### config.mk
export PLATFORM = sky130hd
export DESIGN_NAME = vreg_read_responder
export DESIGN_NICKNAME = d
export VERILOG_FILES = /design/src/rtl/vreg_read_responder.sv
export SDC_FILE = /design/constraint.sdc
export NUM_CORES = 2
export LEC_CHECK = 0
export CORE_MARGIN = 2
export CORE_UTILIZATION = 50
export CTS_BUF_LIST = sky130_fd_sc_hd__clkbuf_8
export DETAILED_ROUTE_END_ITERATION = 10
export PLACE_DENSITY = 0.78
export RECOVER_POWER = 100
export SLEW_MARGIN = 40
export SYNTH_ARGS = -nofsm -noshare
export SYNTH_HDL_FRONTEND = slang
export SYNTH_SLANG_ARGS = --single-unit
### constraint.sdc
create_clock -name clk_i -period 7.9 [get_ports clk_i]
set_input_delay 2.37 -clock clk_i [delete_from_list [all_inputs] [get_ports clk_i]]
set_output_delay 2.37 -clock clk_i [all_outputs]
set_load 0.02 [all_outputs]
### src/rtl/vreg_read_responder.sv
// Operand read responder: collects four register reads into one bundle and holds it until downstream accepts.
// Optional macro VREG_RD_BYPASS_EN enables write-first forwarding of a same-edge write to the read slot.
module vreg_read_responder #(
  parameter int NUM_REGS = 32,
  parameter int ADDR_W   = 5,
  parameter int DATA_W   = 64
) (
  input  logic                clk_i,
  input  logic                arst_ni,
  input  logic [ADDR_W-1:0]   rd_addr_i,
  input  logic                rd_addr_valid_i,
  output logic                rd_addr_ready_o,
  input  logic                wr_en_i,
  input  logic [ADDR_W-1:0]   wr_addr_i,
  input  logic [DATA_W-1:0]   wr_data_i,
  output logic [4*DATA_W-1:0] operands_o,
  output logic                operands_valid_o,
  input  logic                operands_ready_i,
  output logic                rd_err_o
);

  localparam int IDX_W = (NUM_REGS > 1) ? $clog2(NUM_REGS) : 1;

  typedef logic [ADDR_W-1:0] addr_t;
  typedef enum logic {COLLECT, HOLD} state_t;

  state_t            state;
  logic [1:0]        cnt;
  logic              rd_err;
  logic [DATA_W-1:0] regs  [NUM_REGS];
  logic [DATA_W-1:0] slots [4];

  logic              rd_in_range;
  logic              wr_in_range;
  logic [IDX_W-1:0]  rd_idx;
  logic [IDX_W-1:0]  wr_idx;
  logic [DATA_W-1:0] rd_data;

  // One extra bit keeps the compare exact when NUM_REGS == 2**ADDR_W.
  assign rd_in_range = ({1'b0, addr_t'(rd_addr_i)} < (ADDR_W+1)'(NUM_REGS));
  assign wr_in_range = ({1'b0, addr_t'(wr_addr_i)} < (ADDR_W+1)'(NUM_REGS));
  assign rd_idx      = rd_addr_i[IDX_W-1:0];
  assign wr_idx      = wr_addr_i[IDX_W-1:0];

  always_comb begin
    rd_data = '0;
    if (rd_in_range) begin
`ifdef VREG_RD_BYPASS_EN
      if (wr_en_i && (wr_addr_i == rd_addr_i))
        rd_data = wr_data_i;
      else
        rd_data = regs[rd_idx];
`else
      rd_data = regs[rd_idx];
`endif
    end
  end

  always_ff @(posedge clk_i) begin
    if (!arst_ni) begin
      state  <= COLLECT;
      cnt    <= 2'd0;
      rd_err <= 1'b0;
      for (int i = 0; i < 4; i++) slots[i] <= '0;
      for (int i = 0; i < NUM_REGS; i++) regs[i] <= '0;
    end else begin
      if (wr_en_i && wr_in_range)
        regs[wr_idx] <= wr_data_i;
      case (state)
        COLLECT: begin
          if (rd_addr_valid_i) begin
            slots[cnt] <= rd_data;
            if (!rd_in_range) rd_err <= 1'b1;
            cnt <= cnt + 2'd1;
            if (cnt == 2'd3) state <= HOLD;
          end
        end
        HOLD: begin
          if (operands_ready_i) state <= COLLECT;
        end
        default: state <= COLLECT;
      endcase
    end
  end

  assign rd_addr_ready_o  = (state == COLLECT);
  assign operands_valid_o = (state == HOLD);
  assign rd_err_o         = rd_err;

  always_comb begin
    operands_o = '0;
    for (int k = 0; k < 4; k++)
      operands_o[k*DATA_W +: DATA_W] = slots[k];
  end

endmodule
==> results.md <==
- CP endpoint kind: register
- GRT met3 Usage: a little over 10%
- Rel. slew slack: -165%
- Cell Chain, Critical Path: clkdlybuf4s50_1 -> nand2_1 -> or3_1 -> clkbuf_1 -> o21ai_0 -> clkbuf_1
- Worst EP arrival: 7.17 ns
- Clock slew at reported path FFs: 0.05 ns
- Flop pwr share: a little under three fifths
- GRT Max-Usage Layer: met2
- Share of the synthesized area in the top cell type: between 60% and 70%
- Post-synthesis sequential area ratio: about two thirds
- Initial antenna violation count: 55
- Die Wd: between 400 and 500 microns
- DR vias: around 63,000
- Slowest stage cell, crit path: o21ai_0
- Die H: about 460 microns
- Run status: complete, but fails checks
- Starting DRC count in detailed routing: approximately 11,000
- Fin worst setup slack: between 1 and 1.5 ns
- Pre-antenna DRT Iters: 7
- PortBufs: between 300 and 400
- Combinational power share: a little under a tenth
- Setup total negative slack: 0 ns
- Setup Buffers After CTS: 0
- WL final: 322,000 microns
- Area leader, netlist: edfxtp_1
- Initial Utilization: 50.2%
- Core Rows: approximately 170
- Buffer and inverter count on the worst path: 3
- Clk Latency, worst-skew pair: 1.05 ns
- Synthesized area per cell: 15.9 sq um
- Mapped Area: 0.103 sq mm
- Kind of critical path: in2reg
- Grt ovf: 0
- H-tree Lvls: 5
- Syn nets: approximately 6,500
- Total power: between 20 and 30 mW
- RD Place Congestion: between 0.8 and 0.9
- Clk root buf: clkbuf_8
- Synth unique cells: between 50 and 60
- Hold WS: approximately 0.65 ns
- Global-route wire length before repair: between 400,000 and 500,000 microns
- TritonCTS Buffers: around 370
- CP most frequent cell: clkbuf_1
- Per-cell routed wire length: 33.0 microns
- DPL Wire Length: between 150,000 and 200,000 microns
- Critical Path Max Stage Delay: 1.84 ns
- Synth warnings: 0
- Largest delay share family, worst path: buffers and inverters
- Clock Sinks: between 2,000 and 2,500
- Pin count of the biggest net entering global routing: 103
- Maximum clock frequency: around 150 MHz
- Antenna-violating nets left: 0
- Post-CTS Hold Buffers: 0
- Max clock buf depth: 4
- P_int: around 19 mW
- Crit-path max FO: 22
- Pleak: 39.4 nW
- Final Cell Area: ~0.11 sq mm
- Psw: about 6.5 mW
- Met1 Use GR: between 30% and 40%
- Met2 GRT Util: a little under half
- Synth top area cells: edfxtp_1 (67%), and2_1 (13%), mux4_2 (6.6%)
- Die area: 0.209 sq mm
- Worst Setup Start Kind: input port
- PD cells: 227 mW/mm^2
- Req. time, crit path: roughly 8.5 ns
- Number of endpoints failing setup at the final stage: 0
- Proportion of layout cells with a drive suffix above 1: 14.7%
- TritonCTS clock tree: done
- Fin crit share: between 80 and 90%
- Core area: approximately 0.2 sq mm
- Number of global-route vias before repair: approximately 60,000
- Worst Tran Pin Value: just under 4 ns
- Register bit total from synthesis: 2,307
- Worst vdd ir: around 170 uV
- Max Cap Viol: 89
- Total Routing Usage GR: 30.4%
- CTS resizes: 0
- Min Tclk post-route: 6.56 ns
- Hold Violations, Final: 0
- Pre-CTS setup slack: roughly 2.1 ns
- Remaining DRCs: 0
- Clock power frac: 35.4%
- Syn Inst Count: around 6,500
- Final Max Slew Viols: about 2,300
- Sw frac: 24.9%
- Placed cell area: between 0.1 and 0.15 sq mm
- Worst Skew: ~0.083 ns
- Min-delay worst type: reg2reg
- RSZ-0062 raised after global routing: no
- Nets: 6,844
- Vias/cell: ~6.4
- Io pins: between 300 and 400
- Layout area overhead: 11.2%
- Failing checks: capacitance limit, slew limit
[synth_stat cells, drive strengths merged]
library cell	number
nand3b	3
o2bb2ai	5
conb	1
or2	84
or3	11
a211oi	3
o2111a	2
o22ai	262
mux2i	110
o22a	3
inv	4
o211ai	1
buf	150
mux2	64
a32oi	1
a21oi	14
nor3	19
xnor2	1
nand2b	9
nand3	28
mux4	449
nand4	5
o21a	4
a31oi	4
and4	8
dfxtp	3
o21ai	36
a311oi	1
a22oi	47
or3b	2
and3	4
nand2	39
nor2	214
ha	1
or4	2
a222oi	5
edfxtp	2304
and2	2053
a221oi	1
nor2b	24
o221ai	18
clkbuf	466
[per-layer routing]
| metal | part of all wire, % | vias to the layer above | wire length [microns] |
|---|---|---|---|
| met5 | 0.11 | - | 366 |
| met4 | 5.4 | 15 | 17300 |
| met3 | 16 | 984 | 52100 |
| met2 | 45 | 5681 | 144000 |
| met1 | 34 | 31300 | 108000 |
| li1 | - | 24700 | - |
[flip-flops by register name, summed over array words and instances, names as in the netlist]
signal and cells:
cnt 2, regs 2048, slots 256, operands_valid_o 1
[power groups by stage]
stage / registers (mW) / logic, mW / clock network, mW
4_1_cts: 14.4 / 2.38 / 9.16
6_report: 14.4 / 2.36 / 9.17
5_1_grt: 14.4 / 2.41 / 9.70
3_5_place_dp: 14.6 / 2.38 / 0
3_3_place_gp: 14.6 / 2.33 / 0
2_1_floorplan: 14.7 / 1.23 / 0
[cells in the final DEF, fill, tap and decap left out, drive strengths merged, types with 7 or more instances in the layout]
cell           synthesis  layout
nand2b                 9       9
or3                   11      11
clkbuf               466     487
a22oi                 47      47
o22ai                262     262
nor3                  19      19
and4                   8       8
o221ai                18      18
o21ai                 36      36
dlygate4sd3            0     261
buf                  150     166
nor2b                 24      24
diode                  0      61
mux4                 449     449
edfxtp              2304    2304
mux2                  64      64
mux2i                110     110
clkdlybuf4s50          0       7
and2                2053    2053
a21oi                 14      14
clkinv                 0     118
nand2                 39      39
nor2                 214     214
or2                   84      84
inv                    4     118
nand3                 28      28
[worst reg2reg max path, cell delays in order (launching register included)]
cell and delay, ns:
dfxtp_1 0.45, inv_1 0.12, nand4_1 0.10, buf_4 0.39
nand2_1 2.33
[logic make-up (layout without fill, tap and decap cells)]
family,after synthesis,in the layout,share of synthesized area [%]
AO/OA/AOI/OAI,407,407,2.60
adder cells (fa/ha/maj),1,1,0.0122
AND/OR/NAND/NOR,2505,2505,14.7
other,1,62,0.00366
buffers and inverters,620,1164,3.01
XOR/XNOR,1,1,0.00854
flip-flops,2307,2307,67.5
multiplexers,623,623,12.2
[layout make-up]
class / count / area [sq um]
Fill cell: 15400 / 90200
Sequential cell: 2307 / 69200
Multi-Input combinational cell: 3538 / 30400
Clock buffer: 379 / 5220
Timing Repair Buffer: 542 / 4600
Tap cell: 2688 / 3360
Clock inverter: 239 / 1050
Antenna cell: 61 / 153
Inverter: 4 / 15.0
[metrics by stage]
stage | instances | utilization (%)
floorplan | 6465 | -
global placement | 9042 | 53.1
detailed placement | 9074 | 53.4
CTS | 9692 | 56.5
global route | 9721 | 55.8
finish | 9758 | 55.8
[path summary, 6_finish.rpt]
check	cells past startpoint	from	end	slack (ns)
max	6	wr_en_i	regs[12][8]	1.34
max reg2reg	4	cnt[0]	slots[2][36]	3.22
min reg2reg	2	cnt[1]	cnt[1]	0.65
min	2	cnt[1]	cnt[1]	0.65
(Power assumes the default switching activity.)
